`config.mk`:
```
export PLATFORM = sky130hd
export DESIGN_NAME = invtlb_walker
export DESIGN_NICKNAME = d
export VERILOG_FILES = /design/src/rtl/invtlb_walker.sv
export SDC_FILE = /design/constraint.sdc
export NUM_CORES = 1
export LEC_CHECK = 0
export CAP_MARGIN = 40
export CORE_UTILIZATION = 30
export DETAILED_ROUTE_END_ITERATION = 16
export SLEW_MARGIN = 10
export SYNTH_ARGS = -nofsm -noshare
export SYNTH_HDL_FRONTEND = slang
export SYNTH_SLANG_ARGS = --single-unit
export TNS_END_PERCENT = 50
```
`constraint.sdc`:
```
create_clock -name clk -period 2.2 [get_ports clk]
set_input_delay 0.33 -clock clk [delete_from_list [all_inputs] [get_ports clk]]
set_output_delay 0.33 -clock clk [all_outputs]
set_load 0.03 [all_outputs]
```
`src/rtl/invtlb_walker.sv`:
```
// INVTLB sequencer: walks every TLB entry once per request and
// clears the E bit of each valid entry selected by the op criteria.
module invtlb_walker #(
  parameter int TLB_NUM = 16,
  parameter int IDX_W   = 4,
  parameter int ASID_W  = 10,
  parameter int VPPN_W  = 19
) (
  input  logic              clk,
  input  logic              rst,
  input  logic              inv_valid,
  output logic              inv_ready,
  input  logic [4:0]        inv_op,
  input  logic [ASID_W-1:0] inv_asid,
  input  logic [VPPN_W-1:0] inv_vppn,
  output logic              busy,
  output logic              done,
  output logic              illegal_op,
  output logic [IDX_W-1:0]  tlb_rd_idx,
  input  logic              tlb_e,
  input  logic              tlb_g,
  input  logic [ASID_W-1:0] tlb_asid,
  input  logic [VPPN_W-1:0] tlb_vppn,
  input  logic              tlb_ps21,
  output logic              tlb_clr_en,
  output logic [IDX_W-1:0]  tlb_clr_idx
);

  typedef enum logic [1:0] {
    S_IDLE,
    S_WALK,
    S_DONE
  } state_e;

  localparam logic [IDX_W-1:0] LAST_IDX = IDX_W'(TLB_NUM - 1);

  state_e              state_q, state_d;
  logic [IDX_W-1:0]    idx_q, idx_d;
  logic [4:0]          op_q, op_d;
  logic [ASID_W-1:0]   asid_q, asid_d;
  logic [VPPN_W-1:0]   vppn_q, vppn_d;
  logic                illegal_q, illegal_d;

  logic                op_legal;
  logic                walking;
  logic                asid_hit;
  logic                va_hit;
  logic                match;

  assign op_legal = (inv_op <= 5'd6);
  assign walking  = (state_q == S_WALK);

  always_ff @(posedge clk) begin
    if (rst) begin
      state_q   <= S_IDLE;
      idx_q     <= '0;
      op_q      <= '0;
      asid_q    <= '0;
      vppn_q    <= '0;
      illegal_q <= 1'b0;
    end else begin
      state_q   <= state_d;
      idx_q     <= idx_d;
      op_q      <= op_d;
      asid_q    <= asid_d;
      vppn_q    <= vppn_d;
      illegal_q <= illegal_d;
    end
  end

  always_comb begin
    state_d   = state_q;
    idx_d     = idx_q;
    op_d      = op_q;
    asid_d    = asid_q;
    vppn_d    = vppn_q;
    illegal_d = 1'b0;
    unique case (state_q)
      S_IDLE: begin
        if (inv_valid) begin
          if (op_legal) begin
            state_d = S_WALK;
            idx_d   = '0;
            op_d    = inv_op;
            asid_d  = inv_asid;
            vppn_d  = inv_vppn;
          end else begin
            illegal_d = 1'b1;
          end
        end
      end
      S_WALK: begin
        // Last entry wraps idx to 0, leaving it parked for the next walk
        idx_d = idx_q + 1'b1;
        if (idx_q == LAST_IDX) begin
          state_d = S_DONE;
        end
      end
      S_DONE: begin
        state_d = S_IDLE;
      end
      default: begin
        state_d = S_IDLE;
      end
    endcase
  end

  // Large pages ignore the low 9 VPPN bits
  always_comb begin
    asid_hit = (tlb_asid == asid_q);
    if (tlb_ps21) begin
      va_hit = (tlb_vppn[VPPN_W-1:9] == vppn_q[VPPN_W-1:9]);
    end else begin
      va_hit = (tlb_vppn == vppn_q);
    end
  end

  always_comb begin
    match = 1'b0;
    unique case (1'b1)
      (op_q == 5'd0),
      (op_q == 5'd1): match = 1'b1;
      (op_q == 5'd2): match = tlb_g;
      (op_q == 5'd3): match = ~tlb_g;
      (op_q == 5'd4): match = ~tlb_g & asid_hit;
      (op_q == 5'd5): match = ~tlb_g & asid_hit & va_hit;
      (op_q == 5'd6): match = (tlb_g | asid_hit) & va_hit;
      default:        match = 1'b0;
    endcase
  end

  assign inv_ready   = (state_q == S_IDLE);
  assign busy        = walking;
  assign done        = (state_q == S_DONE);
  assign illegal_op  = illegal_q;
  assign tlb_rd_idx  = idx_q;
  // A reset edge must never coincide with a clear
  assign tlb_clr_en  = walking & tlb_e & match & ~rst;
  assign tlb_clr_idx = idx_q;

endmodule

```
* Word level (Yosys, flattened, before mapping)
Index checks and enable logic that the tools add are counted.
Storage, ports and cells: output and inout port bits 13, input bits 69, word-level logic and storage cells 52, flip-flop bits (word level) 41
Cells by class: reductions and logical operators 8, eq/ne operators 15, bitwise gates (word level) 11, magnitude comparators 1, mux-type cells 10, $add $sub $neg 1
Operator list (number):
- equality test 10 bit | 2
- equality test 19 bit | 1
- equality test 5 x 3 -> 1 bit (second input constant) | 3
- equality test 5 x 2 -> 1 bit (second input constant) | 2
- AND reduction 3 bit | 3
- 2-to-1 mux 4 bit | 2
- case mux 4 bit (2 select lines) | 1
- AND 1 bit | 6
- 2-to-1 mux 2 bit | 3
- case mux 1 bit (6 select lines) | 1
- equality test 5 x 1 -> 1 bit (second input constant) | 1
- <= comparator 5 x 3 -> 1 bit (second input constant) | 1
- zero test 5 bit | 1
- adder 4 x 1 -> 4 bit (second input constant) | 1
- equality test 4 bit (second input constant) | 1
- inequality test 2 x 1 -> 1 bit (second input constant) | 2
- NOT 1 bit | 4
- case mux 2 bit (2 select lines) | 1
- OR reduction 3 bit | 1
- equality test 2 x 1 -> 1 bit (second input constant) | 1
- equality test 2 bit (second input constant) | 1
- zero test 2 bit | 1
- 2-to-1 mux 1 bit | 2
- inequality test 2 bit (second input constant) | 1
- other kinds (3) | 3

* Logic depth before layout (Yosys ltp)
Gate-level depths: netlist (run 1).
depth in word-level cells 6, gate-level depth with buffers 6, gate-level depth less buffers 5

* Worst setup path after synthesis (run 1)
Ideal clock, no wire load.
kind reg-to-output, start register state_q[0], end output tlb_clr_en, path slack 103 ps, buffers on the path 0, stages on the path, launching flop included 6, data required time 1870 ps, arrival time 1767 ps, cells stage by stage dfxtp_1 nor2b_2 nand4b_1 nor4_1 a32oi_1 o21ai_1
On the way: longest elaborated chain between the ends 4
RTL lines:
- start, declared | line 37 | state_e state_q, state_d;
- start signal, assigned | line 62 | state_q <= state_d;
- equality test 2 x 1 -> 1 bit | line 51 | assign walking = (state_q == S_WALK);
- named net busy | line 16 | output logic busy,
- AND 1 bit (3 in a row) | line 138 | assign tlb_clr_en = walking & tlb_e & match & ~rst;
- end, declared | line 25 | output logic tlb_clr_en,
The timed path passes the listed nets, and every way through them passes these cells.

* Final worst setup path (run 1)
start register asid_q[7], end output tlb_clr_en
On the way: longest elaborated chain between the ends 6, elaborated cells between the ends (all ways) 8, classes of those cells eq/ne (1); mux (1); bitwise (6)
RTL lines:
- start, declared | line 40 | logic [ASID_W-1:0] asid_q, asid_d;
- start signal, assigned | line 65 | asid_q <= asid_d;
- equality test 10 bit * | line 110 | asid_hit = (tlb_asid == asid_q);
- OR 1 bit / AND 1 bit (equally long branches) | line 127, 125, 126
- AND 1 bit, on equally long branches | line 127, 126
- case mux 1 bit (6 select lines) * | line 120 | unique case (1'b1)
- AND 1 bit * (2 in a row) | line 138
Mark *: on every way between the ends. The rest lies on a longest branch, timed or not.

==> qor.csv, run 1 <==
stage,metric,value,unit
outcome,status,finished with violations,
outcome,violations,negative setup slack,
clock_tree,cts.path.max_buffers,2,
logic_synthesis,syn_area_per_cell,8.34,sq um
logic_synthesis,synth-seq-cells,41,
logic_synthesis,synth_cells,231,
sta,finalMaxSlewViolations,0,
logic_synthesis,synth_top_cell_by_area,dfxtp_1,
run,cap_viol_max_count,0,
detailed_routing,ant_nets,0,
clock_tree,clkSinkCount,41,
detailed_routing,first_iter_violations,100,
floorplan,boundaryPins,82,
floorplan,coreArea,6060,sq um
finish,fill_cells,634,
logic_synthesis,netlist_area,1930,sq um
setup_path,ff2ff_path_depth,5,
clock_tree,htreeDepth,2,
logic_synthesis,yosysSeqAreaShare,42.6,%
floorplan,die_y,82.1,um
min_path,min_path_type,reg -> reg,
sta,finalHoldViolations,0,
grt,grt_pass1_wl,7550,um
grt,grt_max_degree,42,
setup_path,regToRegSetupSlack,830,ps
floorplan,row_count,28,
place,placed_cell_area,2800,sq um
finish,fin_cells,386,
setup_path,crit_path_end_kind,output pin,
sta,slew_headroom,70.5,%
detailed_routing,vias,1791,
sta,fin_tns_setup,-39.3,ps
logic_synthesis,syn_nets,301,
place,globalplace.congestion,0.757,
finish,post-route-util,47.6,%
clock_tree,path_clk_slew,70,ps
pwr,p_per_area,527,nW/um^2
floorplan,die_area,6740,sq um
finish,nets,380,
sta,finalSetupViolations,1,
floorplan,die_w,82.1,um
place,detailed_place_hpwl,3400,um
logic_synthesis,async_reset_ff_share,0,%
logic_synthesis,synth_area_leaders,"dfxtp_1 (43%), nand2_1 (13%), xnor2_1 (10%)",
pwr,p_total,1.52,mW
logic_synthesis,ys_types,34,
detailed_routing,post_drt_wl_per_cell,12.1,um
min_path,worstHoldPathCells,2,
place,pre_cts_slack,-252,ps
logic_synthesis,yosysMostFrequentCell,nand2_1,
logic_synthesis,synth_top_area_share,42.6,%
finish,syn2layout_area_growth,49.8,%
logic_synthesis,synthTopCellsByCount,"nand2_1 (66), dfxtp_1 (41), a21oi_1 (34)",
logic_synthesis,ys_warn_count,0,
clock_tree,clkLatencyLatePin,290,ps
sta,whs,463,ps
clock_tree,cts_tree,yes,
sta,fin_skew,4.86,ps
place,portBuffers,81,
clock_tree,cts_buffers,5,
logic_synthesis,ys.flop_type,dfxtp_1,
min_path,min_from,asid_q[7]$_SDFFE_PP0P_,
sta,rsz0062_at_grt,true,
floorplan,start_util,31.8,%
setup_path,path_class,reg -> out,
sta,worstMarginPinSlew,443,ps
clock_tree,root_buffer,clkbuf_8,
grt,gr-total-overflow,0,
sta,fmax,0.447,GHz
setup_path,crit_arrival,1910,ps
min_path,hold_path_end,asid_q[7]$_SDFFE_PP0P_,
logic_synthesis,synth_edf_count,0,
detailed_routing,vias_per_cell,4.64,
setup_path,path_max_fanout,2,
grt,antenna_found_initial,0,
place,placedCellCount,378,
pwr,leakagePower,1.02,nW
detailed_routing,firstDrtPassIters,4,
setup_path,reg2reg_from,state_q[1]$_SDFFE_PP0P_,
detailed_routing,drcViolationCount,0,
finish,drive_gt1_share,6.75,%
pwr,vdd_drop_max,0.296,mV
setup_path,crit_required,1870,ps
finish,design_area,2890,sq um
finish,diodes,0,
setup_path,worstReg2RegEnd,op_q[2]$_SDFFE_PP0P_,
detailed_routing,wl,4670,um
setup_path,crit_path_start_kind,register,
sta,finalCritPeriodShare,102,%
grt,grt_usage,14.8,%
grt,grt_pass1_vias,1699,
sta,setup_ws,-39.3,ps
sta,period_minus_slack,2240,ps
==> power breakdown <==
part	leakage, nW	total (mW)	switching [mW]	internal, mW
clock	0.0395	0.467	0.242	0.225
combinational	0.646	0.273	0.104	0.169
sequential	0.333	0.780	0.0158	0.764
==> layout by cell type, fill, tap and decap left out, drive strengths merged, types with 2 or more instances in the layout <==
master	count
nor2	4
nor4	2
buf	8
xnor2	22
clkbuf	8
xor2	11
nor2b	2
dlygate4sd2	3
a21oi	34
dfxtp	41
o21ai	2
nand4	4
and3	2
nor3b	3
nor3	6
clkdlybuf4s50	77
nand3	3
nand2	66
==> worst max path at each step <==
| stage | cells past startpoint | to | from | slack (ps) |
|---|---|---|---|---|
| 6_report | 6 | tlb_clr_en | asid_q[7]$_SDFFE_PP0P_ | -40 |
| 5_1_grt | 6 | tlb_clr_en | asid_q[7]$_SDFFE_PP0P_ | -100 |
| 2_1_floorplan | 5 | tlb_clr_en | state_q[0]$_SDFFE_PP0P_ | 100 |
| 3_5_place_dp | 7 | tlb_clr_en | tlb_asid[7] | -250 |
| 3_3_place_gp | 7 | tlb_clr_en | tlb_asid[7] | -220 |
| 4_1_cts | 6 | tlb_clr_en | asid_q[7]$_SDFFE_PP0P_ | -60 |
==> area by class of cell <==
cell class,count,area (sq um),share of cell area [%]
clock buffers,8,80.1,2.78
flip-flops and latches,41,822,28.5
well taps,75,93.8,3.25
repair buffers,88,870,30.1
multi-input cells,174,1020,35.3
==> state kept, by name, indices dropped and copies added (netlist names) <==
register / flops
vppn_q: 19
asid_q: 10
op_q: 5
tlb_clr_idx: 4
state_q: 2
illegal_op: 1
==> what timing repair did <==
| action | CTS | global route |
|---|---|---|
| pin swaps | 5 | 1 |
| setup buffers | 0 | 0 |
| hold buffers | 0 | 0 |
| gates cloned | 0 | 0 |
| gates resized for setup | 5 | 1 |
| endpoints found under the setup margin | 1 | 1 |
==> cell families after synthesis <==
group | after synthesis | share of synthesized area, %
and+or+nand+nor | 97 | 23.9
AOI/OAI and AO/OA | 43 | 12.7
DFF | 41 | 42.6
xor gates and xnor gates | 33 | 15.0
buffers and inverters | 16 | 5.07
adders and majority gates | 1 | 0.650
==> routing by layer <==
layer | vias to the layer above | GRT usage, % | wire length (um)
li1 | 928 | - | -
met1 | 804 | 19.2 | 2210
met2 | 54 | 23.1 | 2060
met3 | 5 | 5.05 | 347
met4 | 0 | 4.21 | 40
met5 | - | 0 | 0
==> worst max-delay path, stage by stage (launching register included) <==
cell     delay (ps)
dfxtp_2         330
xor2_1          130
or4_4           540
nor3_4          160
a32oi_1         120
o21ai_1         160
buf_4           180
(Power assumes the default switching activity.)
==> run 2, diff against run 1 <==
--- a/config.mk
+++ b/config.mk
@@ -6,8 +6,9 @@
 export NUM_CORES = 1
 export LEC_CHECK = 0
 export CAP_MARGIN = 40
-export CORE_UTILIZATION = 30
+export CORE_UTILIZATION = 42
 export DETAILED_ROUTE_END_ITERATION = 16
+export PLACE_DENSITY = 0.79
 export SLEW_MARGIN = 10
 export SYNTH_ARGS = -nofsm -noshare
 export SYNTH_HDL_FRONTEND = slang
==> qor.csv, run 2 (same netlist as run 1, synthesis figures left out) <==
stage,metric,value,unit
outcome,status,finished with violations,
outcome,violations,negative setup slack,
clock_tree,cts.path.max_buffers,2,
clock_tree,htreeDepth,2,
detailed_routing,vias_per_cell,5.02,
sta,fin_skew,4.46,ps
floorplan,boundaryPins,82,
detailed_routing,post_drt_wl_per_cell,11.8,um
detailed_routing,drcViolationCount,0,
place,portBuffers,81,
grt,grt_max_degree,42,
grt,grt_pass1_wl,7560,um
sta,finalCritPeriodShare,102,%
setup_path,path_class,reg -> out,
pwr,p_per_area,539,nW/um^2
setup_path,ff2ff_path_depth,5,
sta,finalHoldViolations,0,
setup_path,crit_path_start_kind,register,
grt,grt_usage,19.3,%
min_path,min_from,vppn_q[2]$_SDFFE_PP0P_,
setup_path,reg2reg_from,state_q[1]$_SDFFE_PP0P_,
setup_path,crit_arrival,1920,ps
floorplan,coreArea,4380,sq um
grt,gr-total-overflow,0,
clock_tree,cts_tree,yes,
finish,fill_cells,391,
min_path,worstHoldPathCells,2,
sta,worstMarginPinSlew,404,ps
detailed_routing,firstDrtPassIters,4,
sta,period_minus_slack,2250,ps
grt,grt_pass1_vias,1792,
setup_path,crit_required,1870,ps
setup_path,path_max_fanout,2,
run,cap_viol_max_count,0,
sta,finalMaxSlewViolations,0,
finish,largest_registers,"vppn_q x19, asid_q x10, op_q x5",
pwr,p_total,1.55,mW
place,globalplace.congestion,0.774,
finish,syn2layout_area_growth,49.2,%
clock_tree,clkLatencyLatePin,290,ps
finish,nets,381,
sta,rsz0062_at_grt,true,
detailed_routing,wl,4290,um
setup_path,regToRegSetupSlack,810,ps
place,detailed_place_hpwl,3270,um
floorplan,die_w,69.7,um
floorplan,die_y,69.7,um
clock_tree,clkSinkCount,41,
sta,finalSetupViolations,1,
detailed_routing,ant_nets,0,
floorplan,row_count,24,
setup_path,crit_path_end_kind,output pin,
place,pre_cts_slack,-285,ps
finish,drive_gt1_share,7.72,%
clock_tree,path_clk_slew,80,ps
grt,antenna_found_initial,0,
sta,slew_headroom,72.3,%
place,placedCellCount,356,
clock_tree,cts_hold_buffers,0,
finish,largest_register_ffs,19,
finish,final_common_cell,clkdlybuf4s50_1,
clock_tree,root_buffer,clkbuf_8,
finish,largest-register,vppn_q,
floorplan,start_util,43.9,%
detailed_routing,vias,1823,
setup_path,worstReg2RegEnd,asid_q[0]$_SDFFE_PP0P_,
min_path,hold_path_end,vppn_q[2]$_SDFFE_PP0P_,
sta,setup_ws,-51.4,ps
finish,diodes,0,
finish,fin_cells,363,
finish,layout_common_cells,"clkdlybuf4s50_1 (76), nand2_1 (66), dfxtp_1 (40)",
pwr,vdd_drop_max,0.302,mV
pwr,leakagePower,1.03,nW
clock_tree,cts_buffers,5,
finish,post-route-util,65.5,%
clock_tree,postCtsSetupBuffers,0,
sta,fmax,0.444,GHz
detailed_routing,first_iter_violations,74,
floorplan,die_area,4860,sq um
sta,whs,468,ps
min_path,min_path_type,reg -> reg,
run 2: changes by cell type in the layout (fill, tap and decap cells not counted):
cell             previous run  this run
clkbuf_1                    3         0
buf_4                       7         8
clkbuf_8                    5         6
clkdlybuf4s50_1            77        76
clkinvlp_4                  0         1
dlygate4sd2_1               3         4
run 2: report_power, final:
part	total (mW)	switching, mW	internal [mW]
Clock	0.495	0.247	0.248
Sequential	0.780	0.0160	0.764
Combinational	0.273	0.104	0.169
run 2: worst max-delay path, stage by stage (launching register included):
cell	delay, ps
dfxtp_2	330
xor2_1	130
or4_4	530
nor3_4	150
a32oi_1	120
o21ai_1	180
buf_4	190
run 2: layout make-up:
type	count	area [sq um]	share of cell area (%)
tap	52	65.1	2.26
clock buffer	6	82.6	2.87
multi-input combinational	174	1020	35.5
clock inverter	1	7.51	0.261
timing repair buffer	89	876	30.5
sequential	41	822	28.6
run 2: worst max-delay path by stage:
stage | cells after the start | slack [ps] | startpoint | to
2_1_floorplan | 5 | 100 | state_q[0]$_SDFFE_PP0P_ | tlb_clr_en
3_3_place_gp | 7 | -270 | tlb_asid[7] | tlb_clr_en
3_5_place_dp | 7 | -280 | tlb_asid[7] | tlb_clr_en
4_1_cts | 6 | -80 | asid_q[1]$_SDFFE_PP0P_ | tlb_clr_en
5_1_grt | 6 | -150 | asid_q[1]$_SDFFE_PP0P_ | tlb_clr_en
6_report | 6 | -50 | asid_q[1]$_SDFFE_PP0P_ | tlb_clr_en
run 2: what timing repair did:
action,CTS,global route
setup endpoints to repair,1,1
endpoints found under the hold margin,0,0
pin swaps,5,1
cloned,0,0
resized for setup,7,0
run 2: per-stage QoR:
step | setup TNS, ps | area (sq um)
floorplan | 0 | 1930
global placement | -274 | 2770
detailed placement | -285 | 2770
CTS | -78.2 | 2870
global route | -147 | 2870
finish | -51.4 | 2870
run 2: metal layers:
| metal | GRT usage, % | vias up | part of all wire, % |
|---|---|---|---|
| met5 | 0 | - | 0 |
| met4 | 5.33 | 0 | 0.49 |
| met3 | 6.83 | 2 | 7.9 |
| met2 | 33.0 | 63 | 49 |
| met1 | 22.9 | 828 | 42 |
| li1 | - | 930 | - |
